===== src/rtl/seg_scan_pkg.sv =====
// Shared constants for the seven-segment scan monitor.
// Holds the active-low segment codes (bit0 = a ... bit6 = g), the digit count,
// the scan FSM state type and the anode-pattern helper functions.
package seg_scan_pkg;

    localparam int unsigned NUM_DIGITS = 4;
    localparam int unsigned SEG_W      = 7;
    localparam int unsigned BCD_W      = 4;

    localparam logic [6:0] SEG_0     = 7'h40;
    localparam logic [6:0] SEG_1     = 7'h79;
    localparam logic [6:0] SEG_2     = 7'h24;
    localparam logic [6:0] SEG_3     = 7'h30;
    localparam logic [6:0] SEG_4     = 7'h19;
    localparam logic [6:0] SEG_5     = 7'h12;
    localparam logic [6:0] SEG_6     = 7'h02;
    localparam logic [6:0] SEG_7     = 7'h78;
    localparam logic [6:0] SEG_8     = 7'h00;
    localparam logic [6:0] SEG_9     = 7'h10;
    localparam logic [6:0] SEG_BLANK = 7'h7F;

    typedef enum logic [1:0] {
        IDLE,
        SETTLE,
        CAPTURE,
        HOLD
    } scan_state_e;

    // Exactly one anode driven low.
    function automatic logic onehot_low(input logic [3:0] a);
        return ($countones(~a) == 1);
    endfunction

    // Two or more anodes driven low at once.
    function automatic logic multi_low(input logic [3:0] a);
        return ($countones(~a) > 1);
    endfunction

    // Slot number of a one-hot-low anode pattern.
    function automatic logic [1:0] slot_index(input logic [3:0] a);
        logic [1:0] idx;
        case (a)
            4'b1110: idx = 2'd0;
            4'b1101: idx = 2'd1;
            4'b1011: idx = 2'd2;
            default: idx = 2'd3;
        endcase
        return idx;
    endfunction

endpackage


===== src/rtl/seg_scan_decoder_seg7_to_bcd.sv =====
// Combinational seven-segment (active-low) to BCD decoder.
// Ports: seg - segment pattern; bcd - decoded digit (0 for blank/invalid);
//        is_blank - all segments off; is_invalid - pattern not in the table.
module seg7_to_bcd
    import seg_scan_pkg::*;
(
    input  logic [SEG_W-1:0] seg,
    output logic [BCD_W-1:0] bcd,
    output logic             is_blank,
    output logic             is_invalid
);

    always_comb begin
        bcd        = 4'd0;
        is_blank   = 1'b0;
        is_invalid = 1'b0;
        case (seg)
            SEG_0:     bcd = 4'd0;
            SEG_1:     bcd = 4'd1;
            SEG_2:     bcd = 4'd2;
            SEG_3:     bcd = 4'd3;
            SEG_4:     bcd = 4'd4;
            SEG_5:     bcd = 4'd5;
            SEG_6:     bcd = 4'd6;
            SEG_7:     bcd = 4'd7;
            SEG_8:     bcd = 4'd8;
            SEG_9:     bcd = 4'd9;
            SEG_BLANK: is_blank = 1'b1;
            default:   is_invalid = 1'b1;
        endcase
    end

endmodule


===== src/rtl/seg_scan_decoder.sv =====
// Passive monitor of a multiplexed 4-digit seven-segment bus. Follows the
// anode scan, samples segments once each digit has settled, decodes them to
// BCD and publishes a frame after MATCH_FRAMES consecutive identical frames.
// Ports: clk, rst_n (async active-low); an[3:0] anodes (active-low, an[0] =
//        ones); sev_seg[6:0] segments (active-low); digits {th,hu,te,on};
//        digits_valid; frame_done pulse; code_err pulse; anode_err pulse;
//        blank (only when SEG_SCAN_BLANK_EN is defined).
// Build option: SEG_SCAN_BLANK_EN - accept all-off pattern as a blank digit.
module seg_scan_decoder
    import seg_scan_pkg::*;
#(
    parameter int unsigned SETTLE_CYCLES = 4,
    parameter int unsigned MATCH_FRAMES  = 2
) (
    input  logic                    clk,
    input  logic                    rst_n,
    input  logic [NUM_DIGITS-1:0]   an,
    input  logic [SEG_W-1:0]        sev_seg,
    output logic [15:0]             digits,
    output logic                    digits_valid,
    output logic                    frame_done,
`ifdef SEG_SCAN_BLANK_EN
    output logic                    blank,
`endif
    output logic                    code_err,
    output logic                    anode_err
);

    localparam int unsigned CNT_W = 8;
    localparam int unsigned MCH_W = 4;

    logic [3:0]       an_s1, an_s2, an_d, an_cur;
    logic [6:0]       seg_s1, seg_s2;
    scan_state_e      state;
    logic [CNT_W-1:0] settle_cnt;
    logic [3:0]       captured;
    logic [15:0]      slot_val, prev_val;
    logic [3:0]       slot_blank, prev_blank;
    logic             prev_ok;
    logic [MCH_W-1:0] match_cnt;

    logic [3:0]       dec_bcd;
    logic             dec_blank, dec_invalid;

    seg7_to_bcd u_dec (
        .seg        (seg_s2),
        .bcd        (dec_bcd),
        .is_blank   (dec_blank),
        .is_invalid (dec_invalid)
    );

    // Frame contents as they would be after the current capture.
    logic [1:0]       cap_idx;
    logic [3:0]       cap_bit, cap_set, cap_blank;
    logic [15:0]      cap_val;
    logic             cap_bad, frame_full, frame_eq;
    logic [MCH_W-1:0] match_next;
`ifdef SEG_SCAN_BLANK_EN
    logic             all_blank, mixed_blank;
`endif

    always_comb begin
        cap_idx   = slot_index(an_cur);
        cap_bit   = 4'd1 << cap_idx;
        // A repeated slot restarts the frame with just that digit.
        cap_set   = captured[cap_idx] ? cap_bit : (captured | cap_bit);
        cap_val   = slot_val;
        cap_val[{cap_idx, 2'b00} +: 4] = dec_bcd;
        cap_blank = slot_blank;
        cap_blank[cap_idx] = dec_blank;
`ifdef SEG_SCAN_BLANK_EN
        cap_bad     = dec_invalid;
        all_blank   = (cap_blank == 4'hF);
        mixed_blank = (|cap_blank) && !all_blank;
`else
        cap_bad     = dec_invalid | dec_blank;
`endif
        frame_full = (cap_set == 4'hF);
        frame_eq   = prev_ok && (cap_val == prev_val) && (cap_blank == prev_blank);
        if (!frame_eq)
            match_next = MCH_W'(1);
        else if (match_cnt == 4'hF)
            match_next = 4'hF;
        else
            match_next = match_cnt + MCH_W'(1);
    end

    // Synchronizers, scan FSM, frame assembly and publish.
    always_ff @(posedge clk or negedge rst_n) begin
        if (!rst_n) begin
            an_s1        <= 4'hF;
            an_s2        <= 4'hF;
            an_d         <= 4'hF;
            an_cur       <= 4'hF;
            seg_s1       <= SEG_BLANK;
            seg_s2       <= SEG_BLANK;
            state        <= IDLE;
            settle_cnt   <= '0;
            captured     <= '0;
            slot_val     <= '0;
            slot_blank   <= '0;
            prev_val     <= '0;
            prev_blank   <= '0;
            prev_ok      <= 1'b0;
            match_cnt    <= '0;
            digits       <= '0;
            digits_valid <= 1'b0;
            frame_done   <= 1'b0;
            code_err     <= 1'b0;
            anode_err    <= 1'b0;
`ifdef SEG_SCAN_BLANK_EN
            blank        <= 1'b0;
`endif
        end else begin
            an_s1      <= an;
            an_s2      <= an_s1;
            an_d       <= an_s2;
            seg_s1     <= sev_seg;
            seg_s2     <= seg_s1;
            frame_done <= 1'b0;
            code_err   <= 1'b0;
            anode_err  <= 1'b0;

            if (multi_low(an_s2)) begin
                // Pulse once on entry into the illegal pattern; match count kept.
                if (!multi_low(an_d))
                    anode_err <= 1'b1;
                captured <= '0;
                state    <= IDLE;
            end else begin
                case (state)
                    IDLE: begin
                        if (onehot_low(an_s2)) begin
                            state      <= SETTLE;
                            an_cur     <= an_s2;
                            settle_cnt <= '0;
                        end
                    end
                    SETTLE: begin
                        if (an_s2 == 4'hF) begin
                            state <= IDLE;
                        end else if (an_s2 != an_cur) begin
                            an_cur     <= an_s2;
                            settle_cnt <= '0;
                        end else if (settle_cnt == CNT_W'(SETTLE_CYCLES - 1)) begin
                            state <= CAPTURE;
                        end else begin
                            settle_cnt <= settle_cnt + CNT_W'(1);
                        end
                    end
                    CAPTURE: begin
                        state <= HOLD;
                        if (cap_bad) begin
                            code_err  <= 1'b1;
                            captured  <= '0;
                            match_cnt <= '0;
                        end else if (frame_full) begin
                            captured <= '0;
`ifdef SEG_SCAN_BLANK_EN
                            if (mixed_blank) begin
                                code_err  <= 1'b1;
                                match_cnt <= '0;
                            end else
`endif
                            begin
                                prev_val   <= cap_val;
                                prev_blank <= cap_blank;
                                prev_ok    <= 1'b1;
                                if (match_next == MCH_W'(MATCH_FRAMES)) begin
                                    match_cnt    <= '0;
                                    frame_done   <= 1'b1;
                                    digits_valid <= 1'b1;
`ifdef SEG_SCAN_BLANK_EN
                                    blank <= all_blank;
                                    if (!all_blank)
                                        digits <= cap_val;
`else
                                    digits <= cap_val;
`endif
                                end else begin
                                    match_cnt <= match_next;
                                end
                            end
                        end else begin
                            captured   <= cap_set;
                            slot_val   <= cap_val;
                            slot_blank <= cap_blank;
                        end
                    end
                    HOLD: begin
                        if (an_s2 == 4'hF) begin
                            state <= IDLE;
                        end else if (an_s2 != an_cur) begin
                            state      <= SETTLE;
                            an_cur     <= an_s2;
                            settle_cnt <= '0;
                        end
                    end
                    default: state <= IDLE;
                endcase
            end
        end
    end

endmodule


===== config.mk =====
export PLATFORM = sky130hd
export DESIGN_NAME = seg_scan_decoder
export DESIGN_NICKNAME = d
export VERILOG_FILES = /design/src/rtl/seg_scan_pkg.sv /design/src/rtl/seg_scan_decoder_seg7_to_bcd.sv /design/src/rtl/seg_scan_decoder.sv
export SDC_FILE = /design/constraint.sdc
export NUM_CORES = 1
export LEC_CHECK = 0
export CORE_MARGIN = 5
export CORE_UTILIZATION = 60
export DETAILED_ROUTE_END_ITERATION = 16
export GPL_ROUTABILITY_DRIVEN = 0
export GPL_TIMING_DRIVEN = 0
export PLACE_DENSITY = 0.77
export SKIP_CTS_REPAIR_TIMING = 1
export SLEW_MARGIN = 20
export SYNTH_ARGS = -nofsm -noshare
export SYNTH_HDL_FRONTEND = slang
export SYNTH_SLANG_ARGS = --single-unit

===== constraint.sdc =====
create_clock -name clk -period 5.08 [get_ports clk]
set_clock_uncertainty 0.15 [all_clocks]
set_input_delay 1.524 -clock clk [delete_from_list [all_inputs] [get_ports clk]]
set_output_delay 1.524 -clock clk [all_outputs]
set_load 0.1 [all_outputs]

## After elaboration in Yosys (flattened, before gate mapping)

Cells that the tools add are included.

- $add $sub $neg: 9
- Mux-type cells: 49
- Magnitude comparators: 4
- Shifts and indexed selects: 3
- Bitwise logic cells: 7
- Equal/unequal tests: 36
- Reductions and logical operators: 18

Operator list:

| operator | count |
|---|---|
| two-way mux 4 bit | 13 |
| two-way mux 8 bit | 6 |
| one-hot mux 4 bit (9 select lines) | 1 |
| greater-than comparator 32 x 2 -> 1 bit, second input constant | 1 |
| equality test 7 bit, second input constant | 4 |
| equality test 4 bit, second input constant | 6 |
| one-hot mux 8 bit (3 select lines) | 1 |
| equality test 7 x 5 -> 1 bit, second input constant | 3 |
| bitwise mux 16 bit | 1 |
| equality test 16 bit | 1 |
| variable shift 4 x 6 -> 16 bit, first input constant | 1 |
| indexed part select 4 x 6 -> 16 bit | 1 |
| equality test 7 x 6 -> 1 bit, second input constant | 2 |
| two-way mux 1 bit | 14 |
| two-way mux 2 bit | 7 |
| inequality test 4 bit, second input constant | 3 |
| AND reduction 4 bit | 3 |
| OR reduction 11 bit | 1 |
| inequality test 2 bit, second input constant | 5 |
| AND reduction 5 bit | 2 |
| adder 1 x 1 -> 2 bit | 4 |
| adder 8 x 1 -> 8 bit, second input constant | 1 |
| equality test 8 x 2 -> 1 bit, second input constant | 1 |
| NOT 4 bit | 2 |
| other kinds (33) | 42 |

- Register bits: 109
- Word-level logic and storage cells: 146

## Logic depth before layout (Yosys ltp)

- Depth after elaboration: 16
- Gate-level depth with buffers: 14
- Depth with buffers taken out: 12

## Cells and area by module

From an unflattened synthesis, not the netlist that was laid out.

- Cells, all modules: 531
- Area total of the unflattened synthesis: 5451.5 sq um

Modules (own cells, without submodules):

| module | cells each | sequential area each (sq um) | area an instance (sq um) | instances |
|---|---|---|---|---|
| seg_scan_decoder | 503 | 2765.2 | 5260.0 | 1 |
| seg7_to_bcd | 28 | 0.0 | 191.4 | 1 |

## Worst setup path before layout

No wires, ideal clock.

- Kind: flip-flop to flip-flop
- Start point: register an_cur[1]
- End point: register digits[0]
- Buffers on the path: 2
- Required time: 4.802 ns
- Arrival time: 3.416 ns
- Stages on the path, launching flop included: 14
- Path slack: 1.386 ns
- Path through: dfstp_2 > buf_2 > and4b_1 > inv_1 > ha_1 > inv_1 > nor2_1 > clkbuf_1 > a31oi_1 > xnor2_1 > a2111o_1 > nand4bb_1 > nor3_4 > mux2_1

- Longest elaborated chain between the ends: 12
- Elaborated cells on any way between the ends: 27
- Classes of those cells: add/sub (1); order compare (2); eq/ne (7); shift (3); mux (9); bitwise (1); reduce/logical (4)

RTL lines:

| element | RTL line | RTL |
|---|---|---|
| from (decl) | seg_scan_decoder.sv:32 | `logic [3:0] an_s1, an_s2, an_d, an_cur;` |
| from (signal assigned) | seg_scan_decoder.sv:135 | `an_cur <= an_s2;` |
| from (signal assigned) | seg_scan_decoder.sv:143 | `an_cur <= an_s2;` |
| from (signal assigned) | seg_scan_decoder.sv:195 | `an_cur <= an_s2;` |
| equality test 4 bit | seg_scan_pkg.sv:42 | `case (a)` |
| one-hot mux 2 bit (3 select lines) * | seg_scan_pkg.sv:42 |  |
| parallel branches: the longest is 10 deep, another holds negation 4 -> 6 bit | n/a |  |
| to (signal assigned) | seg_scan_decoder.sv:178 | `digits <= cap_val;` |
| to (decl) | seg_scan_decoder.sv:19 | `output logic [15:0] digits,` |

Every way passes the cells marked *. The select of a mux whose other input is x is not followed.
A chain may end at the register's enable or synchronous reset.

## Worst setup path after layout

- Start point: register an_cur[3]
- End point: register digits[2]

Same word-level chain as after synthesis.

==> results.txt <==
----------------------------------------------------
[Synth]
  Cell with the most instances after synthesis ... sky130_fd_sc_hd__dfrtp_1
  Combinational family with the most area after synthesis ... simple AND/OR/NAND/NOR gates
  Top cell types by occurrence after synthesis ... 79 x sky130_fd_sc_hd__dfrtp_1, 48 x sky130_fd_sc_hd__nand2_1, 43 x sky130_fd_sc_hd__nor2_1
  Average footprint of a synthesized cell ... 9.910 sq um
  Primary FF master, synth ... sky130_fd_sc_hd__dfrtp_1
  Mapped Nets ... 600
  Count of distinct cell types in the synthesized netlist ... 75
  Sequential cell area fraction in the yosys report ... 0.4844
  Dominant cells by area after synthesis ... sky130_fd_sc_hd__dfrtp_1 35%, sky130_fd_sc_hd__dfstp_2 14%, sky130_fd_sc_hd__o21ai_0 3.5%
  Area fraction of the dominant cell type after synthesis ... 0.3463
  XOR/XNOR share of the synthesized area ... 0.02915
  Yosys synthesis warning count ... 0
  Most area-hungry cell type in the Yosys netlist ... sky130_fd_sc_hd__dfrtp_1
  Cell count after synthesis ... 576
  Post-synthesis adder-cell area fraction ... 0.02674
  Count of flip-flops with a built-in enable after synthesis ... 0
  Async SR Flop Fraction ... 1.000
  Cell area after synthesis ... 5708 sq um
  Post-synthesis compound-gate area fraction ... 0.1670
  Synthesized-area fraction occupied by and/or/nand/nor cells ... 0.1982
  Seq cells post-synth ... 109
  Multiplexer share of the synthesized area ... 0.05261

[Min path]
  Worst hold path type ... reg2reg

[Global routing]
  Overflow left after global routing ... 0
  Pin count of the biggest net entering global routing ... 72
  Wire length of the first global-routing pass ... 23710 um
  Antenna violations before repair ... 0
  Overall global routing resource usage ... 0.2574
  Via count of the first global-routing pass ... 4706

[Worst setup path]
  Worst Path Max Fanout ... 10
  Dominant delay contributor by cell family on the critical path ... simple AND/OR/NAND/NOR gates
  Crit path cell chain ... buf_2 > and4b_1 > inv_1 > ha_1 > clkbuf_1 > a31oi_1 > xor2_1 > nor4bb_1 > nand4_1 > or4_1 > nor3_4 > buf_6 > mux2i_1
  CP bufs+invs ... 4
  Startpoint kind of the worst setup timing path ... flop
  CP required ... 5240 ps
  Cell at the slowest stage of the critical path ... sky130_fd_sc_hd__or4_1
  Critical path's largest stage delay ... 580 ps
  Critical path class ... reg2reg
  Sort of element at the end of the critical path ... flop
  Arrival time worst endpoint ... 4860 ps

[Die]
  Number of rows in the core area ... 35
  Die ar. ... 11560 sq um
  # IOs ... 33
  Area of the core ... 9240 sq um
  Die W ... 107.5 um
  Vertical extent of the die ... 107.5 um
  Effective utilization at floorplan ... 0.6177

[Pwr]
  Leak pwr ... 2.746 nW
  Maximum vdd drop ... 0.1779 mV
  Power per cell area ... 304.8 nW/um^2
  Final Power ... 1.956 mW

[Final layout]
  Area of the multi-input gates ... 2704 sq um
  Non-filler cells, final ... 754
  Number of antenna cells inserted ... 0
  Storage cell area ... 2765 sq um
  Final design instance area without fill ... 6417 sq um
  Final Core Density ... 0.6945
  Fillers ... 706
  Fraction of final layout cells with drive strength greater than 1 ... 0.1104
  Number of nets in the finished design ... 644
  Area delta synth->final ... 12.43%

[Clock network]
  Insertion delay to the later sink of the worst-skew pair ... 380 ps
  CTS tree ... yes
  Number of H-tree levels ... 3
  Number of CTS-inserted buffers ... 9
  Maximum count of clock buffers along a single path ... 2
  CTS clk-pin slew, worst paths ... 110 ps
  Sink Count ... 109
  Clock root cell ... sky130_fd_sc_hd__clkbuf_8

[Place]
  Quantity of I/O buffers inserted on ports ... 32
  Number of cells in the design after placement ... 738
  Post-detailed-placement half-perimeter wirelength ... 10250 um
  Total cell area at the placement stage ... 6218 sq um

[Detailed routing]
  Total DRC errors in the routed layout ... 0
  Number of nets with antenna violations after routing ... 0
  Routed wire per std cell ... 18.57 um
  Detailed Route Iter0 Violations ... 450
  First-pass DRT Iterations ... 6
  Count of vias placed by the detailed router ... 4800
  Final Routed Wirelength ... 14000 um
  Vias per std cell ... 6.366

[Timing]
  Final critical path time including I/O delays and setup ... 4704 ps
  Max Clock Freq ... 212.6 MHz
  Number of endpoints failing setup at the final stage ... 0
  Setup repair after global routing missed its margin ... false
  Count of final hold-check violations ... 0
  Period Utilization, post-route ... 0.9260
  Slew at the pin closest to its max-slew limit ... 976.4 ps
  Max-slew headroom at the worst pin ... 0.3399
  Worst hold slack ... 210.1 ps
  Final count of pins violating max slew ... 0

[Run status]
  Result of the run ... finished, final reports clean

[Flow run]
  Max-cap violation count ... 0

----------------------------------------------------
[through the flow]
| stage | worst slack (ps) | TNS [ps] |
|---|---|---|
| floorplan | 1386 | 0 |
| global placement | -1542 | -129390 |
| detailed placement | 524.0 | 0 |
| CTS | 493.5 | 0 |
| global route | 114.2 | 0 |
| finish | 375.8 | 0 |
[state kept, by name, summed over array words and instances (netlist names), 2 cells and up]
register	count
seg_s2	7
settle_cnt	8
an_d	4
captured	4
slot_blank	4
seg_s1	7
slot_val	16
an_s2	4
state	2
an_cur	4
prev_blank	4
an_s1	4
prev_val	16
match_cnt	4
digits	16
[kinds of logic (layout without fill, tap and decap cells)]
| logic type | after synthesis | after routing |
|---|---|---|
| xor+xnor | 19 | 19 |
| compound gates | 142 | 142 |
| simple gates | 207 | 207 |
| fa+ha+maj | 11 | 11 |
| buf+inv | 60 | 109 |
| flops | 109 | 109 |
| mux | 28 | 28 |
[cell type report]
class / count / area share
inverter: 33 / 0.01930
tap: 129 / 0.02515
sequential: 109 / 0.4309
buffer: 27 / 0.01794
timing repair buffer: 33 / 0.05440
multi-input combinational: 407 / 0.4213
clock inverter: 6 / 0.007799
clock buffer: 10 / 0.02320
[worst paths after layout]
kind | start | to | slack, ps | depth (start not counted)
max in group asynchronous | rst_n | seg_s2[0] | 3220 | 2
worst min-delay path | an_s1[3] | an_s2[3] | 210 | 0
min in group asynchronous | rst_n | state[0] | 880 | 1
worst min register to register | an_s1[3] | an_s2[3] | 210 | 0
worst max-delay path | an_cur[3] | digits[2] | 380 | 13
worst max register to register | an_cur[3] | digits[2] | 380 | 13
[worst reg2reg max path, delay by kind of cell (launching register included)]
kind	cells	cell delay, ps
simple gates	5	2010
fa+ha+maj	1	280
flops	1	540
xor+xnor	1	240
compound gates	1	370
mux	1	220
buf+inv	4	830
[cells in the final DEF, fill, tap and decap left out, drive strengths merged, types with 3 or more instances in the layout]
master,n
dfrtp,79
nand2,48
nor2,43
o21ai,41
inv,36
clkdlybuf4s50,31
clkbuf,31
dfstp,30
a21oi,25
nand3,16
mux2,16
a31oi,13
nor3,13
mux2i,12
xor2,12
nor2b,11
nand2b,10
nand4,9
and3,9
ha,9
nor4,8
buf,8
xnor2,7
and2,7
nor3b,6
a22o,6
o221ai,5
nand4b,4
o211ai,4
a32o,4
a21boi,4
a2111oi,4
and4b,3
nand3b,3
o2111ai,3
a311oi,3
a211oi,3
o22ai,3
or4,3
o22a,3
[routing by layer]
metal	global-route usage	part of all wire	up-vias
li1	-	-	2187
met1	0.3502	0.43	2341
met2	0.3921	0.46	210
met3	0.05219	0.060	62
met4	0.1280	0.046	0
met5	0	0	-
[where the power goes]
group	internal, mW	total (mW)	switching (mW)	leakage [nW]
clock network	0.215	0.527	0.311	0.100
logic	0.159	0.499	0.340	1.23
registers	0.915	0.930	0.0148	1.42
No activity file was read; power rests on OpenSTA's default activity.
